===== config.mk =====
export PLATFORM = sky130hd
export DESIGN_NAME = serial_add_ctrl_flat
export DESIGN_NICKNAME = d
export VERILOG_FILES = /design/src/rtl/serial_add_ctrl_if.sv /design/src/rtl/serial_add_ctrl.sv /design/src/flat_wrapper.sv
export SDC_FILE = /design/constraint.sdc
export NUM_CORES = 1
export LEC_CHECK = 0
export CAP_MARGIN = 20
export CORE_ASPECT_RATIO = 0.8
export CORE_MARGIN = 4
export CORE_UTILIZATION = 56
export DETAILED_ROUTE_END_ITERATION = 10
export GPL_TIMING_DRIVEN = 0
export PLACE_DENSITY_LB_ADDON = 0.2
export SKIP_LAST_GASP = 1
export SYNTH_ARGS = -nofsm -noshare
export SYNTH_HDL_FRONTEND = slang
export SYNTH_SLANG_ARGS = --single-unit
export TNS_END_PERCENT = 10

===== constraint.sdc =====
create_clock -name clk -period 2.5 [get_ports clk]
set_clock_uncertainty 0.05 [all_clocks]
set_input_delay 0.75 -clock clk [delete_from_list [all_inputs] [get_ports clk]]
set_output_delay 0.75 -clock clk [all_outputs]
set_load 0.02 [all_outputs]

===== src/rtl/serial_add_ctrl_if.sv =====
// Start/busy/done handshake bundle for the bit-serial adder.
// Port sub exists only when SERIAL_ADD_CTRL_SUB_EN is defined.
interface serial_add_ctrl_if #(
  parameter int unsigned WIDTH = 8
);
  logic             start;
  logic [WIDTH-1:0] a;
  logic [WIDTH-1:0] b;
`ifdef SERIAL_ADD_CTRL_SUB_EN
  logic             sub;
`endif
  logic             busy;
  logic             done;
  logic [WIDTH-1:0] sum;
  logic             cout;

`ifdef SERIAL_ADD_CTRL_SUB_EN
  modport master (output start, a, b, sub, input busy, done, sum, cout);
  modport slave  (input start, a, b, sub, output busy, done, sum, cout);
`else
  modport master (output start, a, b, input busy, done, sum, cout);
  modport slave  (input start, a, b, output busy, done, sum, cout);
`endif
endinterface


===== src/rtl/serial_add_ctrl.sv =====
// Bit-serial adder: one full-adder slice (two half adders + OR) reused LSB-first.
// Define SERIAL_ADD_CTRL_SUB_EN to add subtraction via the sub input.
module serial_add_ctrl #(
  parameter int unsigned WIDTH = 8
) (
  input logic             clk,
  input logic             rst_n,
  serial_add_ctrl_if.slave bus
);
  localparam int unsigned CW = $clog2(WIDTH) + 1;

  typedef enum logic [1:0] {IDLE, RUN, DONE} state_t;

  state_t           state_q, state_d;
  logic [WIDTH-1:0] opa_q, opa_d;
  logic [WIDTH-1:0] opb_q, opb_d;
  logic [WIDTH-1:0] res_q, res_d;
  logic [WIDTH-1:0] sum_q, sum_d;
  logic [CW-1:0]    cnt_q, cnt_d;
  logic             carry_q, carry_d;
  logic             cout_q, cout_d;
  logic             busy_q, busy_d;
  logic             done_q, done_d;
  logic             s1, c1, s, c2;

  always_comb begin
    s1      = opa_q[0] ^ opb_q[0];
    c1      = opa_q[0] & opb_q[0];
    s       = s1 ^ carry_q;
    c2      = s1 & carry_q;
    state_d = state_q;
    opa_d   = opa_q;
    opb_d   = opb_q;
    res_d   = res_q;
    sum_d   = sum_q;
    cnt_d   = cnt_q;
    carry_d = carry_q;
    cout_d  = cout_q;
    case (state_q)
      IDLE: begin
        if (bus.start) begin
          opa_d   = bus.a;
          cnt_d   = '0;
          state_d = RUN;
`ifdef SERIAL_ADD_CTRL_SUB_EN
          opb_d   = bus.sub ? ~bus.b : bus.b;
          carry_d = bus.sub;
`else
          opb_d   = bus.b;
          carry_d = 1'b0;
`endif
        end
      end
      RUN: begin
        carry_d          = c1 | c2;
        res_d            = res_q >> 1;
        res_d[WIDTH-1]   = s;
        opa_d            = opa_q >> 1;
        opb_d            = opb_q >> 1;
        cnt_d            = cnt_q + 1'b1;
        // Last bit: publish the result including this edge's sum bit and carry.
        if (cnt_q == CW'(WIDTH - 1)) begin
          cnt_d   = '0;
          state_d = DONE;
          sum_d   = res_d;
          cout_d  = c1 | c2;
        end
      end
      DONE:    state_d = IDLE;
      default: state_d = IDLE;
    endcase
    busy_d = (state_d != IDLE);
    done_d = (state_d == DONE);
  end

  always_ff @(posedge clk or negedge rst_n) begin
    if (!rst_n) begin
      state_q <= IDLE;
      opa_q   <= '0;
      opb_q   <= '0;
      res_q   <= '0;
      sum_q   <= '0;
      cnt_q   <= '0;
      carry_q <= 1'b0;
      cout_q  <= 1'b0;
      busy_q  <= 1'b0;
      done_q  <= 1'b0;
    end else begin
      state_q <= state_d;
      opa_q   <= opa_d;
      opb_q   <= opb_d;
      res_q   <= res_d;
      sum_q   <= sum_d;
      cnt_q   <= cnt_d;
      carry_q <= carry_d;
      cout_q  <= cout_d;
      busy_q  <= busy_d;
      done_q  <= done_d;
    end
  end

  assign bus.busy = busy_q;
  assign bus.done = done_q;
  assign bus.sum  = sum_q;
  assign bus.cout = cout_q;
endmodule


===== src/flat_wrapper.sv =====
// flat-port wrapper written by rule: the top's interface ports become plain ports
module serial_add_ctrl_flat 
#(
  parameter int unsigned WIDTH = 8
)
  (clk, rst_n, bus_start, bus_a, bus_b, bus_busy, bus_done, bus_sum, bus_cout);
  serial_add_ctrl_if #(.WIDTH(WIDTH)) bus_i ();
  input logic clk;
  input logic rst_n;
  input wire logic [$bits(bus_i.start)-1:0] bus_start;
  input wire logic [$bits(bus_i.a)-1:0] bus_a;
  input wire logic [$bits(bus_i.b)-1:0] bus_b;
  output wire logic [$bits(bus_i.busy)-1:0] bus_busy;
  output wire logic [$bits(bus_i.done)-1:0] bus_done;
  output wire logic [$bits(bus_i.sum)-1:0] bus_sum;
  output wire logic [$bits(bus_i.cout)-1:0] bus_cout;
  assign bus_i.start = bus_start;
  assign bus_i.a = bus_a;
  assign bus_i.b = bus_b;
  assign bus_busy = bus_i.busy;
  assign bus_done = bus_i.done;
  assign bus_sum = bus_i.sum;
  assign bus_cout = bus_i.cout;
  serial_add_ctrl #(.WIDTH(WIDTH)) u_core (.clk(clk), .rst_n(rst_n), .bus(bus_i));
endmodule

==> flow_metrics.env, run 1 <==
export IMPL_finalSetupViolCount=0
export IMPL_io_pins=30
export IMPL_cellLeakagePower_nw=0.996
export IMPL_tns_ns=0
export IMPL_grt_overflow=0
export IMPL_worst_ir_drop_vdd_mv=0.615
export IMPL_p_sw_share_pct=35.9
export IMPL_gp_congestion=0.811
export IMPL_grt_use_met2_pct=31.4
export IMPL_hold_viol_final=0
export IMPL_ctsResizeCount=0
export IMPL_avgSynthCellArea_um2=10.7
export IMPL_cp_end_kind="register"
export IMPL_wire_per_inst_um=14.8
export IMPL_synth_area_um2=1820
export IMPL_vias=1379
export IMPL_clockPowerShare_pct=18.2
export IMPL_clock_root_buffer="clkbuf_8"
export IMPL_min_path_cells=2
export IMPL_crit_slowest_cell="clkdlybuf4s50_1"
export IMPL_final_seq_area_um2=1030
export IMPL_p_int_w=0.00164
export IMPL_r2r_cells=4
export IMPL_nFillCells=227
export IMPL_cts_buffers=5
export IMPL_stdcell_area_um2=2260
export IMPL_timing_rr_start="u_core.cnt_q[0]"
export IMPL_cts_htree_levels=2
export IMPL_antenna_found_initial=0
export IMPL_syn_num_nets=192
export IMPL_setup_ws_ns=0.362
export IMPL_dpl_hpwl_um=2620
export IMPL_ys_top_cells_by_count="dfrtp_1 (41), nand2_1 (25), a21oi_1 (21)"
export IMPL_drv_cap=0
export IMPL_worstPathRequired_ns=2.65
export IMPL_period_needed_ns=2.14
export IMPL_power_frac_seq_pct=43.1
export IMPL_clockBufferDepth=2
export IMPL_start_kind="input pin"
export IMPL_synthArstFlopShare_pct=100
export IMPL_hold_buffers=0
export IMPL_multi_input_area_um2=721
export IMPL_hp_start="u_core.res_q[4]"
export IMPL_grt_pass1_vias=1359
export IMPL_cts_sinks=41
export IMPL_power_density_nw_per_um2=1130
export IMPL_slowest_delay_ns=0.65
export IMPL_yosysMostFrequentCell="dfrtp_1"
export IMPL_wl_um=3670
export IMPL_min_to="u_core.res_q[3]"
export IMPL_postCtsSetupBuffers=0
export IMPL_grt_usage_pct=18.9
export IMPL_rows=18
export IMPL_coreArea_um2=3110
export IMPL_avgViaCountPerCell=5.56
export IMPL_use_met1_pct=25.2
export IMPL_finalCritPeriodShare_pct=85.5
export IMPL_synthToLayoutAreaGrowth_pct=24.0
export IMPL_fin_nets=228
export IMPL_ys_ff_latch=41
export IMPL_drtIter0Drc=108
export IMPL_dr_pass1_iters=4
export IMPL_syn_inst=171
export IMPL_die_y_um=59.0
export IMPL_layout_drive_gt1_share_pct=13.5
export IMPL_maxSlewViolCount=0
export IMPL_die_x_um=71.8
export IMPL_ys_seq_area_share_pct=56.3
export IMPL_synthTopCellsByArea="dfrtp_1 (56%), nor2b_1 (5.8%), a21oi_1 (5.8%)"
export IMPL_ant_nets=0
export IMPL_grt_pass1_wl_um=6240
export IMPL_synth_ff_type="dfrtp_1"
export IMPL_p_sw_w=0.000917
export IMPL_hold_slack_ns=0.441
export IMPL_dieArea_um2=4240
export IMPL_ys_types=25
export IMPL_fmax_ghz=0.468
export IMPL_port_buffers=29
export IMPL_initial_utilization_pct=58.6
export IMPL_comb_power_share_pct=38.7
export IMPL_grt_setup_unrepaired="no"
export IMPL_drc=0
export IMPL_n_antenna_cell=0
export IMPL_cts_clk_slew_worst_paths_ns=0.07
export IMPL_grt_use_met3_pct=5.08
export IMPL_dpl_worst_slack_ns=0.0537
export IMPL_yosysWarnings=0
export IMPL_reg2reg_slack_ns=0.67
export IMPL_yosysTopAreaCell="dfrtp_1"
export IMPL_dpl_cell_area_um2=2160
export IMPL_synth_edf_count=0
export IMPL_worst_slew_pin_slew_ns=0.869
export IMPL_r2r_end="u_core.bus.sum[3]"
export IMPL_status="finished clean"
export IMPL_finalPower_w=0.00256
export IMPL_clock_latency_ns=0.29
export IMPL_crit_chain="clkdlybuf4s50_1, and2b_1, clkbuf_2, buf_2, a21oi_1, o21ai_0"
export IMPL_hold_path_class="reg2reg"
export IMPL_crit_arrival_ns=2.29
export IMPL_synth_top_area_share_pct=56.3
export IMPL_cts_tree="done"
export IMPL_maxSlewHeadroom_pct=42.0
export IMPL_grt_max_degree=42
export IMPL_critPathKind="in2reg"
export IMPL_busiest_layer="met2"
export IMPL_worstPathMaxFanout=10
## metal layers
metal	up-vias	part of all wire, %
met1	678	46
li1	666	-
met4	0	0.71
met3	4	4.5
met5	-	0
met2	31	49
## area by class of cell
class | count | share of cell area, %
Clock inverter | 1 | 0.222
Tap cell | 40 | 2.22
Sequential cell | 41 | 45.4
Inverter | 3 | 0.499
Buffer | 11 | 2.83
Timing Repair Buffer | 29 | 12.6
Clock buffer | 7 | 4.27
Multi-Input combinational cell | 116 | 31.9
## state kept, by name, indices dropped and copies added (netlist names)
signal and count:
u_core.bus.sum 8, u_core.state_q 2, u_core.bus.busy 1, u_core.opa_q 8
u_core.res_q 7, u_core.carry_q 1, u_core.cnt_q 4, u_core.opb_q 8
u_core.bus.done 1, u_core.bus.cout 1
## worst max-delay path by stage
stage                     slack [ns]  cells after the start         endpoint            start
after floorplan                 0.93                      4  u_core.bus.cout  u_core.cnt_q[0]
after global placement         -0.28                      1  u_core.opb_q[4]            rst_n
after detailed placement        0.05                      6  u_core.opb_q[5]        bus_start
after CTS                       0.37                      6  u_core.opb_q[3]        bus_start
after global routing            0.25                      6  u_core.opa_q[7]        bus_start
final                           0.36                      6  u_core.opb_q[3]        bus_start
## stage by stage
step	std cells	util [%]
after floorplan	171	-
after global placement	240	69.6
after detailed placement	240	69.4
after CTS	248	72.7
after global routing	248	72.7
final	248	72.7
## power groups by stage
| stage | logic (W) | registers [W] | clock network [W] |
|---|---|---|---|
| final | 0.000988 | 0.00110 | 0.000465 |
| after CTS | 0.000996 | 0.00110 | 0.000476 |
| after global routing | 0.00109 | 0.00114 | 0.000507 |
| after global placement | 0.000950 | 0.00109 | 0 |
| after detailed placement | 0.000990 | 0.00111 | 0 |
| after floorplan | 0.000584 | 0.00115 | 0 |
## worst max-delay path: cells and delay by family
kind | cells | cell delay, ns
AND/OR/NAND/NOR | 1 | 0.19
buffers and inverters | 3 | 1.08
AO/OA/AOI/OAI | 2 | 0.26
## cell families (layout without fill, tap and decap cells)
group	Yosys count	in the layout	share of synthesized area [%]
AND/OR/NAND/NOR	49	49	14.2
flip-flops	41	41	56.3
buffers and inverters	14	51	4.12
multiplexers	9	9	5.56
AO/OA/AOI/OAI	56	56	18.0
adder cells (fa/ha/maj)	2	2	1.79
## layout by cell type, fill, tap and decap left out
cell type / synthesis / layout
or4_1: 1 / 1
nor3_1: 1 / 1
a21oi_1: 21 / 21
buf_2: 5 / 6
dfrtp_1: 41 / 41
mux2_2: 9 / 9
a22oi_1: 14 / 14
ha_1: 1 / 1
nor3_4: 1 / 1
nand2b_4: 1 / 1
nor2_1: 1 / 1
o21ai_0: 16 / 16
clkinv_2: 0 / 1
o21bai_1: 1 / 1
and2b_1: 1 / 1
buf_6: 2 / 2
a22o_1: 2 / 2
clkbuf_2: 1 / 1
o21ai_1: 1 / 1
inv_1: 3 / 3
nand3_1: 1 / 1
nor2b_1: 17 / 17
clkbuf_8: 0 / 7
clkbuf_1: 3 / 3
clkdlybuf4s50_1: 0 / 28
nand2_1: 25 / 25
o31ai_1: 1 / 1
fa_1: 1 / 1
Power figures use the tool's default switching activity.
==> inputs of run 2 (changes only) <==
Settings changed: SETUP_SLACK_MARGIN set to 0.15.
==> results of run 2 <==
Final layout, timing and power as in run 1 (identical DEF).
